$ cat config.mk
export PLATFORM = sky130hd
export DESIGN_NAME = imem_program_loader
export DESIGN_NICKNAME = d
export VERILOG_FILES = /design/src/rtl/imem_program_loader.sv
export SDC_FILE = /design/constraint.sdc
export NUM_CORES = 1
export LEC_CHECK = 0
export ABC_AREA = 1
export BUFFER_PORTS_ARGS = -buffer_cell sky130_fd_sc_hd__buf_2
export CAP_MARGIN = 20
export CORE_UTILIZATION = 64
export CTS_BUF_LIST = sky130_fd_sc_hd__clkbuf_8
export CTS_CLUSTER_SIZE = 10
export DETAILED_ROUTE_END_ITERATION = 10
export HOLD_SLACK_MARGIN = 0.08
export PLACE_DENSITY = 0.88
export SYNTH_ARGS = -nofsm -noshare
export SYNTH_HDL_FRONTEND = slang
export SYNTH_SLANG_ARGS = --single-unit
$ cat constraint.sdc
create_clock -name clk -period 5.3 [get_ports clk]
set_input_delay 0.795 -clock clk [delete_from_list [all_inputs] [get_ports clk]]
set_output_delay 0.795 -clock clk [all_outputs]
set_load 0.01 [all_outputs]
$ cat src/rtl/imem_program_loader.sv
// Streams a length-prefixed byte image into instruction memory and holds the
// core in reset until the image is fully written.
module imem_program_loader #(
    parameter int          DEPTH     = 32,
    parameter logic [31:0] BASE_ADDR = 32'h0
) (
    input  logic        clk,
    input  logic        rst,
    input  logic        load_en,
    input  logic        byte_valid,
    input  logic [7:0]  byte_data,
    output logic        byte_ready,
    output logic        mem_we,
    output logic [31:0] mem_waddr,
    output logic [31:0] mem_wdata,
    output logic        busy,
    output logic        done,
    output logic        error,
    output logic        core_rst_n
);

    // Byte stream handshake: a byte transfers on any rising clk edge where
    // byte_valid and byte_ready are both 1. byte_ready depends only on the
    // registered state. The source must hold byte_data until it transfers.

    typedef enum logic [2:0] {
        S_IDLE,
        S_LEN_LO,
        S_LEN_HI,
        S_DATA,
        S_WRITE,
        S_DONE,
        S_ERR
    } state_t;

    state_t      state;
    state_t      state_nxt;
    logic        load_q;
    logic        load_rise;
    logic [15:0] len;
    logic [15:0] len_full;
    logic        len_bad;
    logic [15:0] word_idx;
    logic [1:0]  byte_idx;
    logic [31:0] word;
    logic        last_word;
    logic        accept;

    assign load_rise = load_en & ~load_q;
    assign len_full  = {byte_data, len[7:0]};
    assign len_bad   = (len_full == 16'd0) || ({16'h0, len_full} > 32'(DEPTH));
    assign last_word = (word_idx == len - 16'd1);
    assign accept    = byte_valid & byte_ready;

    always_comb begin
        state_nxt  = state;
        byte_ready = 1'b0;
        mem_we     = 1'b0;
        busy       = 1'b0;
        done       = 1'b0;
        error      = 1'b0;
        core_rst_n = 1'b1;
        case (state)
            S_IDLE: begin
                if (load_rise) state_nxt = S_LEN_LO;
            end
            S_LEN_LO: begin
                byte_ready = 1'b1;
                busy       = 1'b1;
                core_rst_n = 1'b0;
                if (byte_valid) state_nxt = S_LEN_HI;
            end
            S_LEN_HI: begin
                byte_ready = 1'b1;
                busy       = 1'b1;
                core_rst_n = 1'b0;
                if (byte_valid) state_nxt = len_bad ? S_ERR : S_DATA;
            end
            S_DATA: begin
                byte_ready = 1'b1;
                busy       = 1'b1;
                core_rst_n = 1'b0;
                if (byte_valid && byte_idx == 2'd3) state_nxt = S_WRITE;
            end
            S_WRITE: begin
                mem_we     = 1'b1;
                busy       = 1'b1;
                core_rst_n = 1'b0;
                state_nxt  = last_word ? S_DONE : S_DATA;
            end
            S_DONE: begin
                done = 1'b1;
                if (load_rise) state_nxt = S_LEN_LO;
            end
            S_ERR: begin
                error      = 1'b1;
                core_rst_n = 1'b0;
                if (load_rise) state_nxt = S_LEN_LO;
            end
            default: state_nxt = S_IDLE;
        endcase
    end

    always_ff @(posedge clk) begin
        if (!rst) begin
            state     <= S_IDLE;
            load_q    <= 1'b0;
            len       <= 16'd0;
            word_idx  <= 16'd0;
            byte_idx  <= 2'd0;
            word      <= 32'd0;
            mem_waddr <= 32'd0;
            mem_wdata <= 32'd0;
        end else begin
            state  <= state_nxt;
            load_q <= load_en;
            case (state)
                S_IDLE, S_DONE, S_ERR: begin
                    if (load_rise) begin
                        word_idx <= 16'd0;
                        byte_idx <= 2'd0;
                    end
                end
                S_LEN_LO: if (accept) len[7:0]  <= byte_data;
                S_LEN_HI: if (accept) len[15:8] <= byte_data;
                S_DATA: begin
                    if (accept) begin
                        word[{byte_idx, 3'b000} +: 8] <= byte_data;
                        byte_idx <= byte_idx + 2'd1;
                        // Address and data are captured once per word so the
                        // write port stays stable between strobes.
                        if (byte_idx == 2'd3) begin
                            mem_wdata <= {byte_data, word[23:0]};
                            mem_waddr <= BASE_ADDR + ({16'h0, word_idx} << 2);
                        end
                    end
                end
                S_WRITE: if (!last_word) word_idx <= word_idx + 16'd1;
                default: ;
            endcase
        end
    end

endmodule

==> results.txt, run 1 <==
----------------------------------------------------
[Synthesis]
  Count of warnings emitted by yosys ... 0
  Total standard cell area after synthesis ... 5370 um2
  Yosys top cell by area ... sky130_fd_sc_hd__dfxtp_1
  Synthesized flop and latch total ... 110
  Seq/Total Area, Yosys ... 41.0%
  Synth Area per Inst ... 7.25 um2
  Number of library cell types mapped by synthesis ... 38
  Yosys top cell area share ... 41.0%
  Cells taking the most area after synthesis ... sky130_fd_sc_hd__dfxtp_1 41%, sky130_fd_sc_hd__nor2_1 9.6%, sky130_fd_sc_hd__o21ai_0 8.6%, sky130_fd_sc_hd__nand2_1 7.5%, sky130_fd_sc_hd__a21oi_1 4.4%
  Number of cells produced by synthesis ... 741

[GRT]
  Wire length of the first global-routing pass ... 20900 um
  Number of global-route vias before repair ... 4645
  Largest net degree at the start of global routing ... 92
  Total congestion overflow ... 0
  Initial antenna violation count ... 0
  Global-route total usage across every layer ... 30.3%

[Critical path]
  Worst reg2reg setup slack ... 2850 ps
  Endpoint kind of the worst setup timing path ... primary output
  Reg2Reg Launch Point ... len[0]$_SDFFE_PN0P_
  Crit path DAT ... 2090 ps
  Largest fanout on the critical path ... 13
  Critical R2R Capture ... word_idx[3]$_SDFFE_PN0P_
  Data required time at the worst endpoint ... 4510 ps
  Worst setup path start ... state[2]$_SDFFE_PN0P_
  R2R depth ... 14
  Crit Path Category ... reg2out
  Setup crit start kind ... register

[Timing]
  Tmin final ... 2890 ps
  Worst slew slack as a fraction of its limit ... 42.5%
  Final hold vios ... 0
  Max-slew violation count ... 0
  Setup_tns ... 0 ps
  Fmax ... 346 MHz
  Final count of negative-setup-slack endpoints ... 0
  Post-Route Skew ... 11.5 ps
  Part of the cycle the worst path needs ... 54.5%
  Actual transition at the worst max-transition pin ... 862 ps
  Setup repair after global routing missed its margin ... false
  Minimum hold slack ... 465 ps

[Finish]
  Area grow syn2layout ... 8.78%
  Filler cells ... 651
  Leading cell types in the layout, fill and taps excluded ... 137 x sky130_fd_sc_hd__nor2_1, 110 x sky130_fd_sc_hd__dfxtp_1, 107 x sky130_fd_sc_hd__nand2_1
  Number of diodes ... 0
  Share of cells above drive strength 1 ... 15.2%
  Total Nets Final ... 802
  Most common cell after layout, fill and taps aside ... sky130_fd_sc_hd__nor2_1

[Drt]
  Total Routed Length ... 12800 um
  Residual DRC count ... 0
  Remaining number of nets flagged by the antenna check after routing ... 0
  First DRT Iteration DRCs ... 320
  First-pass DRT Iterations ... 5
  Vias per cell ... 5.61
  Average wire per cell in the routed design ... 14.4 um
  Vias after detailed routing ... 5006

[Floorplan]
  Die width ... 93.6 um
  Floorplan die area ... 8760 um2
  I/O Pins ... 82
  Number of standard-cell rows in the floorplan ... 33
  Die outline height ... 93.6 um
  Initial Util ... 65.7%
  Std-Cell Core Area ... 8180 um2

[Clocking]
  TritonCTS clock tree ... built
  Post-CTS Setup Bufs ... 0
  Clock-pin transition on the worst setup and hold timing paths ... 110 ps
  Clock latency of the later-clocked register in the worst-skew pair ... 390 ps
  CTS Buf Count ... 9
  Clock root buffer ... sky130_fd_sc_hd__clkbuf_8
  Number of H-tree levels ... 3
  Hold-fix buffer count after cts ... 0
  Largest buffer count on any clock path ... 2
  Number of cells upsized or downsized after cts ... 0
  CTS Sinks ... 110

[Status]
  Result of the run ... finished, final reports clean

[Place]
  HPWL Detailed ... 8600 um
  # port buffers ... 65
  GPL Wtd Cong ... 0.878

[Hold path]
  End of the worst hold path ... word[4]$_SDFFE_PN0P_
  Path category of the worst min-delay check ... reg2reg
  WHS Path Cells ... 2
  Hold Startpoint ... word[4]$_SDFFE_PN0P_

[Pwr]
  VDD IR max ... 210 uV
  Reported leakage power ... 2.85 nW
  Power per cell area ... 388 nW/um2

[Flow run]
  Max-cap viol count ... 0

----------------------------------------------------
routing by layer:
metal  track usage, %  up-vias  wire [um]
met1             35.9     2302       5380
met5                0        -          0
li1                 -     2454          -
met2             50.9      205       6160
met4             15.8        0        394
met3             7.07       45        894
cell type report:
| type | instances | area (um2) | area share (%) |
|---|---|---|---|
| multi-input cells | 531 | 2710 | 46.4 |
| well taps | 105 | 131 | 2.25 |
| flip-flops and latches | 110 | 2200 | 37.7 |
| clock buffers | 10 | 138 | 2.36 |
| repair buffers | 67 | 360 | 6.17 |
| clock inverters | 6 | 60.1 | 1.03 |
| inverters | 64 | 240 | 4.11 |
power breakdown:
group	internal [mW]	switching, mW	total, mW
logic	0.243	0.586	0.829
registers	0.870	0.0483	0.918
clock network	0.198	0.319	0.517
synth_stat cells, drive strengths merged:
cell,instances
nor4,3
a21oi,56
dfxtp,110
nand3b,3
xnor2,10
nand3,32
clkinv,1
xor2,13
nor3,9
nand2,119
ha,7
nor2,145
buf,24
conb,1
clkbuf,27
o211ai,1
nand4,5
a211oi,2
inv,63
o21ai,93
o31ai,1
o211a,16
sequential cells by signal, indices dropped and copies added (netlist names):
name and count:
byte_idx 2, mem_wdata 32, load_q 1, word_idx 16, word 24, len 16
mem_waddr 16, state 3
through the flow:
| step | worst slack (ps) | instances | cell area [um2] | util, % | total power [mW] |
|---|---|---|---|---|---|
| detailed placement | 2390 | 876 | 5620 | 68.7 | 1.73 |
| CTS | 2440 | 892 | 5810 | 71.1 | 2.24 |
| global placement | 2550 | 876 | 5620 | 68.7 | 1.70 |
| global route | 2310 | 893 | 5840 | 71.5 | 2.40 |
| floorplan | 3160 | 756 | 5430 | - | 1.60 |
| finish | 2410 | 893 | 5840 | 71.5 | 2.26 |
logic make-up (layout without fill, tap and decap cells):
family,count (synthesis),after routing,share of synthesized area (%)
DFF,110,110,41.0
adders and majority gates,7,7,1.63
AOI/OAI and AO/OA,169,169,18.1
buffers and inverters,115,147,9.72
other,1,16,0.0698
xor gates and xnor gates,23,23,3.75
and+or+nand+nor,316,316,25.8
how the worst max path moves through the flow:
stage | to | slack (ps) | depth (start not counted)
final | busy | 2410 | 5
after global routing | busy | 2310 | 5
after CTS | mem_waddr[17]$_SDFFE_PN0P_ | 2440 | 7
after detailed placement | mem_wdata[26]$_SDFFE_PN0P_ | 2390 | 6
after global placement | mem_waddr[14]$_SDFFE_PN0P_ | 2550 | 6
after floorplan | busy | 3160 | 6
worst max-delay path, cell delays in order (launching register included):
cell and delay [ps]:
sky130_fd_sc_hd__dfxtp_1 490, sky130_fd_sc_hd__inv_1 160, sky130_fd_sc_hd__nor2_2 430, sky130_fd_sc_hd__inv_1 320
sky130_fd_sc_hd__nand3_1 170, sky130_fd_sc_hd__buf_2 140
No activity file was read; power rests on OpenSTA's default activity.
==> run 2, diff against run 1 <==
--- a/config.mk
+++ b/config.mk
@@ -8,12 +8,12 @@
 export ABC_AREA = 1
 export BUFFER_PORTS_ARGS = -buffer_cell sky130_fd_sc_hd__buf_2
 export CAP_MARGIN = 20
-export CORE_UTILIZATION = 64
+export CORE_UTILIZATION = 53
 export CTS_BUF_LIST = sky130_fd_sc_hd__clkbuf_8
 export CTS_CLUSTER_SIZE = 10
 export DETAILED_ROUTE_END_ITERATION = 10
 export HOLD_SLACK_MARGIN = 0.08
-export PLACE_DENSITY = 0.88
+export PLACE_DENSITY = 0.78
 export SYNTH_ARGS = -nofsm -noshare
 export SYNTH_HDL_FRONTEND = slang
 export SYNTH_SLANG_ARGS = --single-unit
==> constraint.sdc (replaced) <==
create_clock -name clk -period 2.4 [get_ports clk]
set_input_delay 0.36 -clock clk [delete_from_list [all_inputs] [get_ports clk]]
set_output_delay 0.36 -clock clk [all_outputs]
set_load 0.01 [all_outputs]
==> results.txt, run 2 (synthesized netlist as in run 1, its figures left out) <==
----------------------------------------------------
[Status]
  Result of the run ... finished, final reports clean (unchanged)

[Clocking]
  Clock root buffer ... sky130_fd_sc_hd__clkbuf_8 (unchanged)
  CTS Sinks ... 110 (unchanged)
  CTS Buf Count ... 9 (unchanged)
  Largest buffer count on any clock path ... 2 (unchanged)
  TritonCTS clock tree ... built (unchanged)
  Number of H-tree levels ... 3 (unchanged)
  Clock latency of the later-clocked register in the worst-skew pair ... 390 ps (about the same)
  Clock-pin transition on the worst setup and hold timing paths ... 100 ps (was 110 ps)
  Hold-fix buffer count after cts ... 0 (unchanged)

[Critical path]
  Critical R2R Capture ... word_idx[7]$_SDFFE_PN0P_ (was word_idx[3]$_SDFFE_PN0P_)
  Worst setup path start ... state[2]$_SDFFE_PN0P_ (unchanged)
  Crit path DAT ... 1860 ps (was 2090 ps)
  Setup crit start kind ... register (unchanged)
  WP buf/inv ... 4 (was 3)
  Number of stages on the worst setup path ... 6 (was 5)
  Largest fanout on the critical path ... 13 (unchanged)
  Cell with the biggest individual delay on the critical path ... sky130_fd_sc_hd__dfxtp_1 (unchanged)
  Slowest Stage Delay on Critical Path ... 480 ps (was 490 ps)
  Crit Path Category ... reg2out (unchanged)
  CP Capture Point ... busy (unchanged)
  Reg2Reg Launch Point ... len[0]$_SDFFE_PN0P_ (unchanged)
  Series of cell instances along the critical path ... inv_1 -> nor2_2 -> buf_4 -> inv_1 -> nand3_1 -> buf_2 (was inv_1 -> nor2_2 -> inv_1 -> nand3_1 -> buf_2)
  Worst reg2reg setup slack ... 190 ps (was 2850 ps)
  R2R depth ... 14 (unchanged)
  Data required time at the worst endpoint ... 2040 ps (was 4510 ps)
  Endpoint kind of the worst setup timing path ... primary output (unchanged)
  Cell repeated most along the worst path ... sky130_fd_sc_hd__inv_1 (unchanged)
  Critical path's top delay family ... buffers and inverters (unchanged)

[Timing]
  Final hold vios ... 0 (unchanged)
  Fmax ... 450 MHz
  Worst setup slack after layout ... 180 ps (was 2410 ps)
  Part of the cycle the worst path needs ... 92.5%
  Max-slew violation count ... 0 (unchanged)
  Post-Route Skew ... 13.4 ps (was 11.5 ps)
  Tmin final ... 2220 ps
  Final count of negative-setup-slack endpoints ... 0 (unchanged)
  Worst slew slack as a fraction of its limit ... 46.3% (was 42.5%)
  Actual transition at the worst max-transition pin ... 805 ps (was 862 ps)

[Finish]
  Register bank with the most flops ... mem_wdata (unchanged)
  Area grow syn2layout ... 10.9% (was 8.78%)
  Most common cell after layout, fill and taps aside ... sky130_fd_sc_hd__nor2_1 (unchanged)
  Share of cells above drive strength 1 ... 16.6% (was 15.2%)
  Number of diodes ... 0 (unchanged)
  Largest regs ... mem_wdata: 32 flops, word: 24 flops (unchanged)
  Filler cells ... 942 (was 651)
  Max FFs per register ... 32 (unchanged)
  Total Nets Final ... 815 (was 802)
  Leading cell types in the layout, fill and taps excluded ... 137 x sky130_fd_sc_hd__nor2_1, 110 x sky130_fd_sc_hd__dfxtp_1, 107 x sky130_fd_sc_hd__nand2_1 (unchanged)

[GRT]
  Global-route total usage across every layer ... 26.0% (was 30.3%)
  Largest net degree at the start of global routing ... 55 (was 92)
  Number of global-route vias before repair ... 4496 (was 4645)
  Wire length of the first global-routing pass ... 21200 um (was 20900 um)
  Initial antenna violation count ... 0 (unchanged)
  Total congestion overflow ... 0 (unchanged)

[Pwr]
  Power per cell area ... 833 nW/um2 (was 388 nW/um2)
  VDD IR max ... 378 uV (was 210 uV)
  Total power after layout ... 4.96 mW (was 2.26 mW)
  Reported leakage power ... 2.90 nW (was 2.85 nW)

[Floorplan]
  I/O Pins ... 82 (unchanged)
  Number of standard-cell rows in the floorplan ... 36 (was 33)
  Floorplan die area ... 10500 um2 (was 8760 um2)
  Die outline height ... 103 um (was 93.6 um)
  Die width ... 103 um (was 93.6 um)
  Std-Cell Core Area ... 9820 um2 (was 8180 um2)
  Initial Util ... 54.7% (was 65.7%)

[Drt]
  Residual DRC count ... 0 (unchanged)
  Vias after detailed routing ... 4897 (was 5006)
  First DRT Iteration DRCs ... 219 (was 320)
  Vias per cell ... 5.24 (was 5.61)
  Total Routed Length ... 12900 um (was 12800 um)
  Average wire per cell in the routed design ... 13.8 um (was 14.4 um)
  Remaining number of nets flagged by the antenna check after routing ... 0 (unchanged)
  First-pass DRT Iterations ... 4 (was 5)

[Place]
  Worst setup slack before clock tree synthesis ... 211 ps (was 2390 ps)
  HPWL Detailed ... 9460 um (was 8600 um)
  GPL Wtd Cong ... 0.915 (was 0.878)
  # port buffers ... 65 (unchanged)

[Flow run]
  Max-cap viol count ... 0 (unchanged)

[Hold path]
  Path category of the worst min-delay check ... in2reg (was reg2reg)

----------------------------------------------------
run 2: routing by layer:
layer / wire length, um / global-route usage [%] / up-vias / share of wire [%]
li1: - / - / 2478 / -
met1: 5870 / 33.0 / 2264 / 46
met2: 6020 / 43.0 / 130 / 47
met3: 660 / 5.08 / 25 / 5.1
met4: 317 / 11.3 / 0 / 2.5
met5: 0 / 0 / - / 0
run 2: worst register-to-register path, cell delays in order (launching register included):
cell	delay, ps
sky130_fd_sc_hd__dfxtp_1	350
sky130_fd_sc_hd__inv_1	100
sky130_fd_sc_hd__ha_2	340
sky130_fd_sc_hd__inv_1	40
sky130_fd_sc_hd__nand2_1	50
sky130_fd_sc_hd__nand2_1	50
sky130_fd_sc_hd__nor2_1	110
sky130_fd_sc_hd__nand3_1	80
sky130_fd_sc_hd__nor2_1	80
sky130_fd_sc_hd__nand2_1	100
sky130_fd_sc_hd__nor3_4	180
sky130_fd_sc_hd__nand4_4	220
sky130_fd_sc_hd__buf_6	200
sky130_fd_sc_hd__nand3_1	90
sky130_fd_sc_hd__a21oi_2	60
run 2: layout make-up:
type / instances / area, um2 / area share (%)
repair buffers: 80 / 442 / 7.42
flip-flops and latches: 110 / 2200 / 37.0
multi-input cells: 531 / 2720 / 45.7
inverters: 64 / 240 / 4.03
clock inverters: 7 / 58.8 / 0.988
clock buffers: 9 / 124 / 2.08
well taps: 133 / 166 / 2.79
run 2: how the worst min path moves through the flow:
stage	from	end	slack (ps)	cells after the start
6_report	load_en	load_q$_SDFF_PN0_	170	3
5_1_grt	load_en	load_q$_SDFF_PN0_	190	3
3_5_place_dp	word[4]$_SDFFE_PN0P_	word[4]$_SDFFE_PN0P_	440	2
4_1_cts	load_en	load_q$_SDFF_PN0_	170	3
2_1_floorplan	word[1]$_SDFFE_PN0P_	mem_wdata[1]$_SDFFE_PN0P_	430	2
3_3_place_gp	word[4]$_SDFFE_PN0P_	word[4]$_SDFFE_PN0P_	450	2
run 2: what timing repair did:
item | 4_1_cts | 5_1_grt
endpoints found under the setup margin | 0 | 15
gates resized for setup | 0 | 3
setup buffers | 0 | 3
run 2: through the flow:
stage          std cells  setup TNS, ps  hold slack [ps]  util, %  area (um2)
5_1_grt              934          -17.7              194     60.6        5950
6_report             934              0              168     60.6        5950
3_3_place_gp         915              0              445     58.4        5730
4_1_cts              931              0              165     60.3        5920
2_1_floorplan        756              0              430        -        5430
3_5_place_dp         915              0              444     58.4        5730
run 2: power breakdown:
group / leakage, nW / internal (mW) / switching, mW
sequential: 0.888 / 1.92 / 0.108
clock: 0.0907 / 0.392 / 0.680
combinational: 1.92 / 0.589 / 1.27
==> run 3, diff against run 2 <==
--- a/config.mk
+++ b/config.mk
@@ -8,12 +8,13 @@
 export ABC_AREA = 1
 export BUFFER_PORTS_ARGS = -buffer_cell sky130_fd_sc_hd__buf_2
 export CAP_MARGIN = 20
-export CORE_UTILIZATION = 53
+export CORE_ASPECT_RATIO = 1.5
+export CORE_UTILIZATION = 30
 export CTS_BUF_LIST = sky130_fd_sc_hd__clkbuf_8
 export CTS_CLUSTER_SIZE = 10
 export DETAILED_ROUTE_END_ITERATION = 10
 export HOLD_SLACK_MARGIN = 0.08
-export PLACE_DENSITY = 0.78
+export PLACE_DENSITY = 0.59
 export SYNTH_ARGS = -nofsm -noshare
 export SYNTH_HDL_FRONTEND = slang
 export SYNTH_SLANG_ARGS = --single-unit
==> results.txt, run 3 (synthesized netlist as in run 1, its figures left out) <==
----------------------------------------------------
[Finish]
  Register area ... 2200 um2 (about the same)
  Number of diodes ... 0 (unchanged)
  Max FFs per register ... 32 (unchanged)
  Register bank with the most flops ... mem_wdata (unchanged)
  Area of the multi-input gates ... 2720 um2 (about the same)
  Share of cells above drive strength 1 ... 16.7% (was 16.6%)
  Area grow syn2layout ... 13.9% (was 10.9%)
  Total Nets Final ... 815 (unchanged)
  Filler cells ... 1913 (was 942)
  Leading cell types in the layout, fill and taps excluded ... 137 x sky130_fd_sc_hd__nor2_1, 109 x sky130_fd_sc_hd__dfxtp_1, 107 x sky130_fd_sc_hd__nand2_1 (was 137 x sky130_fd_sc_hd__nor2_1, 110 x sky130_fd_sc_hd__dfxtp_1, 107 x sky130_fd_sc_hd__nand2_1)
  Most common cell after layout, fill and taps aside ... sky130_fd_sc_hd__nor2_1 (unchanged)
  Largest regs ... mem_wdata: 32 flops, word: 24 flops (unchanged)
  Number of cells in the finished layout apart from fillers ... 1014 (was 934)
  Total non-filler cell area in the finished layout ... 6120 um2 (was 5950 um2)

[Critical path]
  Setup crit start kind ... register (unchanged)
  Endpoint kind of the worst setup timing path ... primary output (unchanged)
  Worst reg2reg setup slack ... 240 ps (was 190 ps)
  Data required time at the worst endpoint ... 2040 ps (about the same)
  Cell repeated most along the worst path ... sky130_fd_sc_hd__inv_1 (unchanged)
  Crit Path Category ... reg2out (unchanged)
  Cell with the biggest individual delay on the critical path ... sky130_fd_sc_hd__dfxtp_1 (unchanged)
  Critical path's top delay family ... buffers and inverters (unchanged)
  Series of cell instances along the critical path ... nor2_1 -> inv_1 -> nor2_2 -> buf_4 -> inv_1 -> nand3_1 -> buf_2 (was inv_1 -> nor2_2 -> buf_4 -> inv_1 -> nand3_1 -> buf_2)
  Largest fanout on the critical path ... 13 (unchanged)
  Slowest Stage Delay on Critical Path ... 430 ps (was 480 ps)
  Crit path DAT ... 1890 ps (was 1860 ps)
  WP buf/inv ... 4 (unchanged)

[Floorplan]
  Die width ... 111 um (was 103 um)
  Floorplan die area ... 18500 um2 (was 10500 um2)
  Die outline height ... 166 um (was 103 um)
  I/O Pins ... 82 (unchanged)
  Number of standard-cell rows in the floorplan ... 59 (was 36)
  Initial Util ... 30.8% (was 54.7%)
  Std-Cell Core Area ... 17400 um2 (was 9820 um2)

[Pwr]
  VDD IR max ... 334 uV (was 378 uV)
  Clock group share of total power ... 25.2% (was 21.6%)
  Switching part of the total power ... 39.7% (was 41.5%)
  Internal power summed over all cells ... 3.17 mW (was 2.90 mW)
  Net switching power figure ... 2.09 mW (was 2.06 mW)
  Combinational Power Share ... 36.3% (was 37.4%)
  Total power after layout ... 5.26 mW (was 4.96 mW)
  Power share of the sequential group ... 38.6% (was 40.9%)
  Reported leakage power ... 2.93 nW (was 2.90 nW)
  Power per cell area ... 859 nW/um2 (was 833 nW/um2)

[Drt]
  Average wire per cell in the routed design ... 13.6 um (was 13.8 um)
  Total Routed Length ... 13800 um (was 12900 um)
  Vias per cell ... 4.67 (was 5.24)
  Residual DRC count ... 10 (was 0)
  Vias after detailed routing ... 4732 (was 4897)
  Remaining number of nets flagged by the antenna check after routing ... 0 (unchanged)
  First DRT Iteration DRCs ... 189 (was 219)
  First-pass DRT Iterations ... 8 (was 4)

[Timing]
  Tmin final ... 2250 ps (was 2220 ps)
  Minimum hold slack ... 169 ps (was 168 ps)
  Final count of negative-setup-slack endpoints ... 0 (unchanged)
  Actual transition at the worst max-transition pin ... 639 ps (was 805 ps)
  Post-Route Skew ... 9.49 ps (was 13.4 ps)
  Max-slew violation count ... 0 (unchanged)
  Worst slew slack as a fraction of its limit ... 57.4% (was 46.3%)
  Setup_tns ... 0 ps (unchanged)
  Setup repair after global routing missed its margin ... false
  Final hold vios ... 0 (unchanged)
  Part of the cycle the worst path needs ... 93.9% (was 92.5%)
  Fmax ... 444 MHz (was 450 MHz)

[Status]
  Result of the run ... finished, violations left (was finished, final reports clean)
  Failing checks ... design-rule violations

[Place]
  # port buffers ... 65 (unchanged)
  Number of instances in the placed design ... 998 (was 915)
  Placed cell areas ... 5870 um2 (was 5730 um2)
  GPL Wtd Cong ... 0.862 (was 0.915)
  HPWL Detailed ... 10300 um (was 9460 um)

[Clocking]
  Clock-pin transition on the worst setup and hold timing paths ... 110 ps (was 100 ps)
  CTS Sinks ... 110 (unchanged)
  Largest buffer count on any clock path ... 2 (unchanged)
  Clock latency of the later-clocked register in the worst-skew pair ... 380 ps (was 390 ps)
  CTS Buf Count ... 9 (unchanged)
  TritonCTS clock tree ... built (unchanged)
  Hold-fix buffer count after cts ... 0 (unchanged)
  Number of H-tree levels ... 3 (unchanged)
  Clock root buffer ... sky130_fd_sc_hd__clkbuf_8 (unchanged)

[Hold path]
  Path category of the worst min-delay check ... in2reg (unchanged)

[GRT]
  Wire length of the first global-routing pass ... 22700 um (was 21200 um)
  Number of global-route vias before repair ... 4525 (was 4496)
  Largest net degree at the start of global routing ... 43 (was 55)
  Initial antenna violation count ... 0 (unchanged)
  Total congestion overflow ... 0 (unchanged)
  Global-route total usage across every layer ... 15.3% (was 26.0%)

[Flow run]
  Max-cap viol count ... 0 (unchanged)

----------------------------------------------------
-- run 3: what timing repair did --
item | 4_1_cts | 5_1_grt
setup buffers | 0 | 0
resized for setup | 0 | 2
endpoints found under the setup margin | 0 | 7
-- run 3: per-layer routing --
metal  global-route usage [%]  share of wire [%]  vias up
met4                     6.87                3.1        0
met3                     2.48                3.1       23
met1                     17.5                 43     2139
li1                         -                  -     2477
met5                        0                  0        -
met2                     27.9                 51       93
-- run 3: worst paths after layout --
kind,from,end,depth (start not counted)
max,state[1]$_SDFFE_PN0P_,busy,7
min,load_en,load_q$_SDFF_PN0_,3
max reg2reg,len[0]$_SDFFE_PN0P_,word_idx[12]$_SDFFE_PN0P_,14
min reg2reg,word[4]$_SDFFE_PN0P_,mem_wdata[4]$_SDFFE_PN0P_,2
-- run 3: area by class of cell --
type | count | share of cell area, %
clock buffers | 11 | 2.47
multi-input cells | 531 | 44.4
inverters | 64 | 3.93
repair buffers | 80 | 7.36
well taps | 213 | 4.36
flip-flops and latches | 110 | 36.0
clock inverters | 5 | 1.43
-- run 3: per-stage QoR --
stage	setup WS (ps)	utilization, %
after floorplan	479	-
after global routing	11.9	35.1
after detailed placement	235	33.7
after CTS	51.0	35.1
after global placement	298	33.7
final	146	35.1
-- run 3: worst reg2reg max path, cell delays in order, from the launching register on --
cell and delay [ps]:
sky130_fd_sc_hd__dfxtp_1 320, sky130_fd_sc_hd__inv_1 140, sky130_fd_sc_hd__ha_1 270, sky130_fd_sc_hd__nand2_2 100
sky130_fd_sc_hd__nor2_4 170, sky130_fd_sc_hd__nand2_1 110, sky130_fd_sc_hd__nand2_1 70, sky130_fd_sc_hd__nand2_1 50
sky130_fd_sc_hd__inv_2 50, sky130_fd_sc_hd__nand3_2 50, sky130_fd_sc_hd__nor2_2 150, sky130_fd_sc_hd__nand4_4 200
sky130_fd_sc_hd__buf_4 230, sky130_fd_sc_hd__nand3_1 90, sky130_fd_sc_hd__a21oi_2 60
-- run 3: power by group through the flow --
stage / combinational, mW / clock, mW / sequential [mW]
after detailed placement: 1.90 / 0 / 2.07
after floorplan: 1.50 / 0 / 2.03
final: 1.91 / 1.32 / 2.03
after CTS: 1.90 / 1.36 / 2.03
after global placement: 1.88 / 0 / 2.07
after global routing: 2.17 / 1.43 / 2.04
